`src/rtl/branch_predictor_pkg.sv`:
```
// Shared core constants: branch type encodings (also used by the EX comparator)
// and the 2-bit saturating counter state values.
package branch_predictor_pkg;

  localparam logic [1:0] BR_NONE = 2'b00;
  localparam logic [1:0] BR_BEQ  = 2'b01;
  localparam logic [1:0] BR_BLT  = 2'b10;
  localparam logic [1:0] BR_RSVD = 2'b11;

  localparam logic [1:0] CTR_SNT = 2'b00;  // strong not-taken
  localparam logic [1:0] CTR_WNT = 2'b01;  // weak not-taken
  localparam logic [1:0] CTR_WT  = 2'b10;  // weak taken
  localparam logic [1:0] CTR_ST  = 2'b11;  // strong taken

  // True only for the conditional branch types that train the predictor.
  function automatic logic is_cond_branch(input logic [1:0] br_type);
    return (br_type == BR_BEQ) || (br_type == BR_BLT);
  endfunction

endpackage

```
`src/rtl/sat_ctr2.sv`:
```
// Next-state function of a 2-bit saturating direction counter.
module sat_ctr2
  import branch_predictor_pkg::*;
(
  input  logic [1:0] ctr,
  input  logic       taken,
  output logic [1:0] ctr_next
);

  // Step one state toward the observed outcome, holding at either end.
  always_comb begin
    ctr_next = ctr;
    case (ctr)
      CTR_SNT: ctr_next = taken ? CTR_WNT : CTR_SNT;
      CTR_WNT: ctr_next = taken ? CTR_WT  : CTR_SNT;
      CTR_WT:  ctr_next = taken ? CTR_ST  : CTR_WNT;
      CTR_ST:  ctr_next = taken ? CTR_ST  : CTR_WT;
      default: ctr_next = ctr;
    endcase
  end

endmodule

```
`src/rtl/branch_predictor.sv`:
```
// Direct-mapped BTB with a 2-bit counter per entry. Predicts combinationally
// for the fetch PC, trains from EX-stage resolutions, raises the EX redirect
// and keeps branch / misprediction counters.
module branch_predictor
  import branch_predictor_pkg::*;
#(
  parameter int INDEX_W = 4,
  parameter int XLEN    = 32
) (
  input  logic            clk,
  input  logic            rstn,
  input  logic [XLEN-1:0] if_pc,
  output logic            pred_taken,
  output logic [XLEN-1:0] pred_target,
  input  logic            upd_valid,
  input  logic [XLEN-1:0] upd_pc,
  input  logic [1:0]      upd_br_type,
  input  logic            upd_taken,
  input  logic [XLEN-1:0] upd_target,
  input  logic            upd_pred_taken,
  input  logic [XLEN-1:0] upd_pred_target,
  output logic            redirect,
  output logic [XLEN-1:0] redirect_pc,
  output logic [31:0]     cnt_branch,
  output logic [31:0]     cnt_mispred
);

  localparam int NUM_ENTRIES = 2 ** INDEX_W;
  localparam int TAG_W       = XLEN - INDEX_W - 2;
  localparam logic [XLEN-1:0] PC_STEP = {{(XLEN-3){1'b0}}, 3'b100};

  logic               valid_r  [NUM_ENTRIES];
  logic [TAG_W-1:0]   tag_r    [NUM_ENTRIES];
  logic [XLEN-1:0]    target_r [NUM_ENTRIES];
  logic [1:0]         ctr_r    [NUM_ENTRIES];
  logic [31:0]        cnt_branch_r;
  logic [31:0]        cnt_mispred_r;

  logic [INDEX_W-1:0] if_idx_s;
  logic [TAG_W-1:0]   if_tag_s;
  logic               if_hit_s;
  logic [INDEX_W-1:0] upd_idx_s;
  logic [TAG_W-1:0]   upd_tag_s;
  logic               upd_hit_s;
  logic               is_br_s;
  logic               actual_taken_s;
  logic               redirect_s;
  logic [1:0]         ctr_next_s;

  assign if_idx_s  = if_pc[INDEX_W+1:2];
  assign if_tag_s  = if_pc[XLEN-1:INDEX_W+2];
  assign upd_idx_s = upd_pc[INDEX_W+1:2];
  assign upd_tag_s = upd_pc[XLEN-1:INDEX_W+2];

  assign if_hit_s  = valid_r[if_idx_s] && (tag_r[if_idx_s] == if_tag_s);
  assign upd_hit_s = valid_r[upd_idx_s] && (tag_r[upd_idx_s] == upd_tag_s);

  // Only BEQ/BLT train; anything else resolves as not-taken.
  assign is_br_s        = upd_valid && is_cond_branch(upd_br_type);
  assign actual_taken_s = is_br_s && upd_taken;

  sat_ctr2 u_sat_ctr2 (
    .ctr      (ctr_r[upd_idx_s]),
    .taken    (upd_taken),
    .ctr_next (ctr_next_s)
  );

  // Fetch prediction from pre-update state; taken only on a hit leaning taken.
  always_comb begin
    pred_taken  = 1'b0;
    pred_target = if_pc + PC_STEP;
    if (if_hit_s && ctr_r[if_idx_s][1]) begin
      pred_taken  = 1'b1;
      pred_target = target_r[if_idx_s];
    end else begin
      pred_taken  = 1'b0;
      pred_target = if_pc + PC_STEP;
    end
  end

  // Redirect on a direction mismatch or a wrong target for a correctly-taken branch.
  always_comb begin
    redirect_s  = 1'b0;
    redirect_pc = upd_pc + PC_STEP;
    if (upd_valid) begin
      redirect_s = (actual_taken_s != upd_pred_taken) ||
                   (actual_taken_s && upd_pred_taken && (upd_target != upd_pred_target));
      redirect_pc = actual_taken_s ? upd_target : (upd_pc + PC_STEP);
    end else begin
      redirect_s  = 1'b0;
      redirect_pc = upd_pc + PC_STEP;
    end
  end

  assign redirect    = redirect_s;
  assign cnt_branch  = cnt_branch_r;
  assign cnt_mispred = cnt_mispred_r;

  // Train the BTB entry and the performance counters on each conditional branch.
  always_ff @(posedge clk or negedge rstn) begin
    if (!rstn) begin
      for (int i = 0; i < NUM_ENTRIES; i++) begin
        valid_r[i]  <= 1'b0;
        tag_r[i]    <= '0;
        target_r[i] <= '0;
        ctr_r[i]    <= CTR_WNT;
      end
      cnt_branch_r  <= 32'd0;
      cnt_mispred_r <= 32'd0;
    end else if (is_br_s) begin
      cnt_branch_r <= cnt_branch_r + 32'd1;
      if (redirect_s) begin
        cnt_mispred_r <= cnt_mispred_r + 32'd1;
      end
      if (upd_hit_s) begin
        ctr_r[upd_idx_s] <= ctr_next_s;
        if (upd_taken) begin
          target_r[upd_idx_s] <= upd_target;
        end
      end else if (upd_taken) begin
        // Miss on a taken branch allocates, evicting any aliasing entry.
        valid_r[upd_idx_s]  <= 1'b1;
        tag_r[upd_idx_s]    <= upd_tag_s;
        target_r[upd_idx_s] <= upd_target;
        ctr_r[upd_idx_s]    <= CTR_WT;
      end
    end
  end

endmodule

```
`config.mk`:
```
export PLATFORM = sky130hd
export DESIGN_NAME = branch_predictor
export DESIGN_NICKNAME = d
export VERILOG_FILES = /design/src/rtl/branch_predictor_pkg.sv /design/src/rtl/sat_ctr2.sv /design/src/rtl/branch_predictor.sv
export SDC_FILE = /design/constraint.sdc
export NUM_CORES = 2
export LEC_CHECK = 0
export CORE_AREA = 3 3 398 400
export CTS_BUF_LIST = sky130_fd_sc_hd__clkbuf_4
export CTS_CLUSTER_SIZE = 28
export DETAILED_ROUTE_END_ITERATION = 10
export DIE_AREA = 0 0 401 403
export PLACE_DENSITY = 0.53
export SYNTH_ARGS = -nofsm -noshare
export SYNTH_HDL_FRONTEND = slang
export SYNTH_SLANG_ARGS = --single-unit
```
`constraint.sdc`:
```
create_clock -name clk -period 5.45 [get_ports clk]
set_clock_uncertainty 0.05 [all_clocks]
set_input_delay 0.8175 -clock clk [delete_from_list [all_inputs] [get_ports clk]]
set_output_delay 0.8175 -clock clk [all_outputs]
set_load 0.01 [all_outputs]
```
==> flow_summary.html <==
<table>
<tr><th>Metric</th><th>Value</th></tr>
<tr><th colspan="2">Flow run</th></tr>
<tr><td>Maximum capacitance violations</td><td>0</td></tr>
<tr><th colspan="2">Critical path</th></tr>
<tr><td>Critical path's most frequent cell</td><td>sky130_fd_sc_hd__buf_6</td></tr>
<tr><td>Sort of element at the start of the critical path</td><td>flip-flop</td></tr>
<tr><td>Required time of the critical path</td><td>4580 ps</td></tr>
<tr><td>Register-to-register path setup slack</td><td>1640 ps</td></tr>
<tr><td>CP Depth</td><td>14</td></tr>
<tr><td>R2R Path Start</td><td>tag_r[332]</td></tr>
<tr><td>Kind of critical path</td><td>flip-flop to primary output</td></tr>
<tr><td>Worst setup EP type</td><td>primary output</td></tr>
<tr><td>Family with the most delay on the worst path</td><td>multiplexers</td></tr>
<tr><td>Critical Path AT</td><td>4740 ps</td></tr>
<tr><td>Cells traversed along the worst timing path</td><td>mux4_2 -&gt; mux4_2 -&gt; xnor2_2 -&gt; buf_4 -&gt; nand4_1 -&gt; nor4_1 -&gt; nand4_1 -&gt; nor4_4 -&gt; buf_6 -&gt; buf_12 -&gt; buf_8 -&gt; buf_6 -&gt; mux2_4 -&gt; buf_6</td></tr>
<tr><td>Maximum fanout along the worst path</td><td>5</td></tr>
<tr><td>CP peak stage delay</td><td>560 ps</td></tr>
<tr><td>Worst reg-to-reg path cell count</td><td>10</td></tr>
<tr><td>Count of buffer and inverter cells on the critical path</td><td>6</td></tr>
<tr><td>Crit path max-delay cell type</td><td>sky130_fd_sc_hd__mux4_2</td></tr>
<tr><td>FF-to-FF End</td><td>tag_r[18]</td></tr>
<tr><th colspan="2">Drt</th></tr>
<tr><td>Detailed-router iteration count before antenna repair</td><td>5</td></tr>
<tr><td>Violation count after the first detailed-route iteration</td><td>about 3400</td></tr>
<tr><td>Vias per inst</td><td>5.60</td></tr>
<tr><td>Detailed-route via count</td><td>37400</td></tr>
<tr><td>Total wire length after detailed routing</td><td>195000 um</td></tr>
<tr><td>Drt wl/cell</td><td>29.1 um</td></tr>
<tr><td>Final antenna-violating net count</td><td>0</td></tr>
<tr><td># DRC</td><td>0</td></tr>
<tr><th colspan="2">Timing</th></tr>
<tr><td>Number of pins with negative max-slew slack in the final report</td><td>0</td></tr>
<tr><td>Final worst path period share</td><td>103%</td></tr>
<tr><td>Relative slew slack</td><td>23.0%</td></tr>
<tr><td>Final count of negative-setup-slack endpoints</td><td>21</td></tr>
<tr><td>Upper clock frequency limit</td><td>0.178 GHz</td></tr>
<tr><td>Total Neg Setup Slack</td><td>-1800 ps</td></tr>
<tr><td>Post-layout minimum cycle time</td><td>5610 ps</td></tr>
<tr><td>RSZ-0062 raised after global routing</td><td>true</td></tr>
<tr><td>Final worst slack</td><td>-157 ps</td></tr>
<tr><td>Transition time of the tightest slew-check pin</td><td>1150 ps</td></tr>
<tr><td>Final hold violation count</td><td>0</td></tr>
<tr><th colspan="2">Die</th></tr>
<tr><td>Number of cell rows</td><td>145</td></tr>
<tr><td>Initial core utilization</td><td>about a third</td></tr>
<tr><td>Ports placed on the boundary</td><td>265</td></tr>
<tr><td>Y dimension of the die</td><td>403 um</td></tr>
<tr><td>Die Width</td><td>401 um</td></tr>
<tr><td>Die outline area</td><td>162000 sq um</td></tr>
<tr><td>Floorplan core area</td><td>156000 sq um</td></tr>
<tr><th colspan="2">Power and ir drop</th></tr>
<tr><td>Power, Total</td><td>21.0 mW</td></tr>
<tr><td>Power per cell area</td><td>319 nW/um^2</td></tr>
<tr><td>Worst VDD drop</td><td>roughly 210 uV</td></tr>
<tr><td>Pleak</td><td>29.5 nW</td></tr>
<tr><th colspan="2">Place</th></tr>
<tr><td>HPWL Detailed</td><td>approximately 140000 um</td></tr>
<tr><td>Total of buffers placed on input and output ports</td><td>264</td></tr>
<tr><td>Cell Count Post-Placement</td><td>between 6000 and 7000</td></tr>
<tr><td>Last weighted congestion value of the routability-driven placer</td><td>between 0.9 and 1</td></tr>
<tr><th colspan="2">Clocking</th></tr>
<tr><td># H-tree levels</td><td>5</td></tr>
<tr><td>Num Clock Sinks</td><td>1040</td></tr>
<tr><td>Buffers from clock root to sink, at most</td><td>4</td></tr>
<tr><td>Latest clock arrival within the worst-skew pair</td><td>1270 ps</td></tr>
<tr><td>TritonCTS clock tree</td><td>done</td></tr>
<tr><td>Clock transition at path regs</td><td>~60 ps</td></tr>
<tr><td>Clk root buf</td><td>sky130_fd_sc_hd__clkbuf_4</td></tr>
<tr><td>TritonCTS Buffers</td><td>316</td></tr>
<tr><th colspan="2">Cells and area</th></tr>
<tr><td>Final standard cell utilization of the core</td><td>42.2%</td></tr>
<tr><td>Net count reported at finish</td><td>4553</td></tr>
<tr><td>Filler cells</td><td>~15000</td></tr>
<tr><td>Layout cells sized above 1</td><td>a little under half</td></tr>
<tr><td>Flip-flop and latch area</td><td>26000 sq um</td></tr>
<tr><td>Area taken by multi-input logic gates</td><td>26500 sq um</td></tr>
<tr><td>Number of standard cells in the layout, taps in and fillers out</td><td>~6700</td></tr>
<tr><td>Layout area overhead</td><td>21.2%</td></tr>
<tr><th colspan="2">Synthesis</th></tr>
<tr><td>Synthesized area per cell</td><td>14.3 sq um</td></tr>
<tr><td>Synth top area cells</td><td>sky130_fd_sc_hd__dfrtp_1 47%, sky130_fd_sc_hd__mux2_2 16%, sky130_fd_sc_hd__mux4_2 15%</td></tr>
<tr><td>Library cell with the highest instance count after synthesis</td><td>sky130_fd_sc_hd__dfrtp_1</td></tr>
<tr><td>Unique masters post-synth</td><td>87</td></tr>
<tr><td>Number of cells produced by synthesis</td><td>between 3000 and 4000</td></tr>
<tr><td>Post-synthesis sequential area ratio</td><td>48.0%</td></tr>
<tr><td>Synthesized flop and latch total</td><td>1040</td></tr>
<tr><td>Number of warnings issued by yosys</td><td>0</td></tr>
<tr><td>Number of enable-type register cells in the synthesized netlist</td><td>0</td></tr>
<tr><td>Area fraction of the dominant cell type after synthesis</td><td>around 47%</td></tr>
<tr><td>Most common flop cell mapped by yosys</td><td>sky130_fd_sc_hd__dfrtp_1</td></tr>
<tr><td>Async set-or-reset flop fraction in the synthesized netlist</td><td>100%</td></tr>
<tr><td>Total nets after synthesis</td><td>about 3900</td></tr>
<tr><td>Post-Synthesis Cell Area</td><td>54200 sq um</td></tr>
<tr><td>Cell type with the largest total area after synthesis</td><td>sky130_fd_sc_hd__dfrtp_1</td></tr>
<tr><td>Most instantiated cells after synthesis</td><td>1024 x sky130_fd_sc_hd__dfrtp_1, 769 x sky130_fd_sc_hd__mux2_2, 352 x sky130_fd_sc_hd__mux4_2</td></tr>
<tr><th colspan="2">Min path</th></tr>
<tr><td>Class of the tightest hold or removal check</td><td>input port to async pin</td></tr>
<tr><th colspan="2">Global route</th></tr>
<tr><td>Via count of the first global-routing pass</td><td>38400</td></tr>
<tr><td>Overall routing resource usage</td><td>about a quarter</td></tr>
<tr><td>Initial antenna violation count</td><td>18</td></tr>
<tr><td>Global-route wire length before repair</td><td>280000 um</td></tr>
<tr><td>Total overflow reported by the global router</td><td>0</td></tr>
<tr><td>Largest net degree at the start of global routing</td><td>156</td></tr>
<tr><th colspan="2">Run status</th></tr>
<tr><td>Run status</td><td>finished with violations</td></tr>
<tr><td>Failing checks</td><td>setup timing</td></tr>
</table>
-- placed cells by master, fill, tap and decap left out, types with 21 or more instances in the layout --
cell type	count
sky130_fd_sc_hd__mux2i_1	86
sky130_fd_sc_hd__nand3_1	71
sky130_fd_sc_hd__buf_6	41
sky130_fd_sc_hd__clkbuf_4	461
sky130_fd_sc_hd__nand2b_1	24
sky130_fd_sc_hd__clkinv_1	47
sky130_fd_sc_hd__clkdlybuf4s50_1	222
sky130_fd_sc_hd__xor2_1	75
sky130_fd_sc_hd__xnor2_1	125
sky130_fd_sc_hd__mux2_2	758
sky130_fd_sc_hd__mux2_1	194
sky130_fd_sc_hd__nor2_1	80
sky130_fd_sc_hd__mux2_4	30
sky130_fd_sc_hd__nand2_1	149
sky130_fd_sc_hd__buf_4	292
sky130_fd_sc_hd__o21ai_0	85
sky130_fd_sc_hd__nand4_1	35
sky130_fd_sc_hd__mux4_2	354
sky130_fd_sc_hd__nor3_1	21
sky130_fd_sc_hd__dfrtp_1	1024
sky130_fd_sc_hd__buf_12	87
sky130_fd_sc_hd__inv_1	28
-- per-layer routing --
metal | wire (um) | GRT usage [%] | up-vias | part of all wire, %
li1 | - | - | 15500 | -
met1 | 85000 | 33.3 | 20000 | 44
met2 | 88300 | 36.7 | 1499 | 45
met3 | 15700 | 5.91 | 332 | 8.1
met4 | 5390 | 7.61 | 10 | 2.8
met5 | 63 | 0 | - | 0.032
-- sequential cells by signal, indices dropped and copies added, names as in the netlist --
name / count
valid_r: 16
ctr_r: 32
tag_r: 416
cnt_branch: 32
cnt_mispred: 32
target_r: 512
-- logic make-up after synthesis --
group / after synthesis / synth area share, %
simple gates: 503 / 4.88
mux: 1433 / 37.4
buf+inv: 372 / 3.56
fa+ha+maj: 10 / 0.222
xor+xnor: 205 / 3.31
compound gates: 215 / 2.62
flops: 1040 / 48.0
-- repair_timing --
item / in CTS / in global routing
pin swaps: 13 / 6
buffers inserted: 27 / 3
gates resized for setup: 198 / 11
endpoints found under the hold margin: 72 / 0
endpoints found under the setup margin: 33 / 33
gates cloned: 1 / 0
hold buffers: 1 / 0
-- power by group --
part	leakage (nW)	internal [mW]	switching (mW)
combinational	13.5	2.21	1.80
sequential	13.8	8.84	0.751
clock	2.24	3.92	3.45
total	29.5	15.0	6.01
-- worst max path at each step --
stage | to | from | slack [ps]
global route | pred_target[14] | tag_r[197] | -420
floorplan | pred_target[12] | if_pc[3] | 560
global placement | pred_target[19] | if_pc[2] | -290
finish | pred_target[14] | tag_r[327] | -160
CTS | pred_target[14] | tag_r[153] | -370
detailed placement | pred_target[19] | if_pc[2] | -300
-- worst register-to-register path, stage by stage (launching register included) --
cell,delay (ps)
sky130_fd_sc_hd__dfrtp_1,430
sky130_fd_sc_hd__mux4_2,470
sky130_fd_sc_hd__mux2i_1,170
sky130_fd_sc_hd__mux2_2,370
sky130_fd_sc_hd__or2_2,300
sky130_fd_sc_hd__or4b_1,540
sky130_fd_sc_hd__nor3_1,250
sky130_fd_sc_hd__and4_1,370
sky130_fd_sc_hd__nor2_4,150
sky130_fd_sc_hd__buf_12,200
sky130_fd_sc_hd__mux2_2,280
-- cell type report --
type | count | area share [%]
antenna | 12 | 0.0457
sequential | 1040 | 39.6
clock buffer | 461 | 5.27
multi-input combinational | 2366 | 40.3
clock inverter | 53 | 0.387
tap | 2058 | 3.92
inverter | 32 | 0.183
timing repair buffer | 654 | 10.2
-- per-stage QoR --
| stage | setup WS [ps] | hold slack [ps] | cell area, sq um |
|---|---|---|---|
| final | -157 | 221 | 65700 |
| after global routing | -421 | 185 | 65700 |
| after CTS | -368 | 123 | 65700 |
| after detailed placement | -302 | 417 | 61600 |
| after global placement | -290 | 406 | 61600 |
| after floorplan | 557 | 401 | 54200 |
Power figures use the tool's default switching activity.
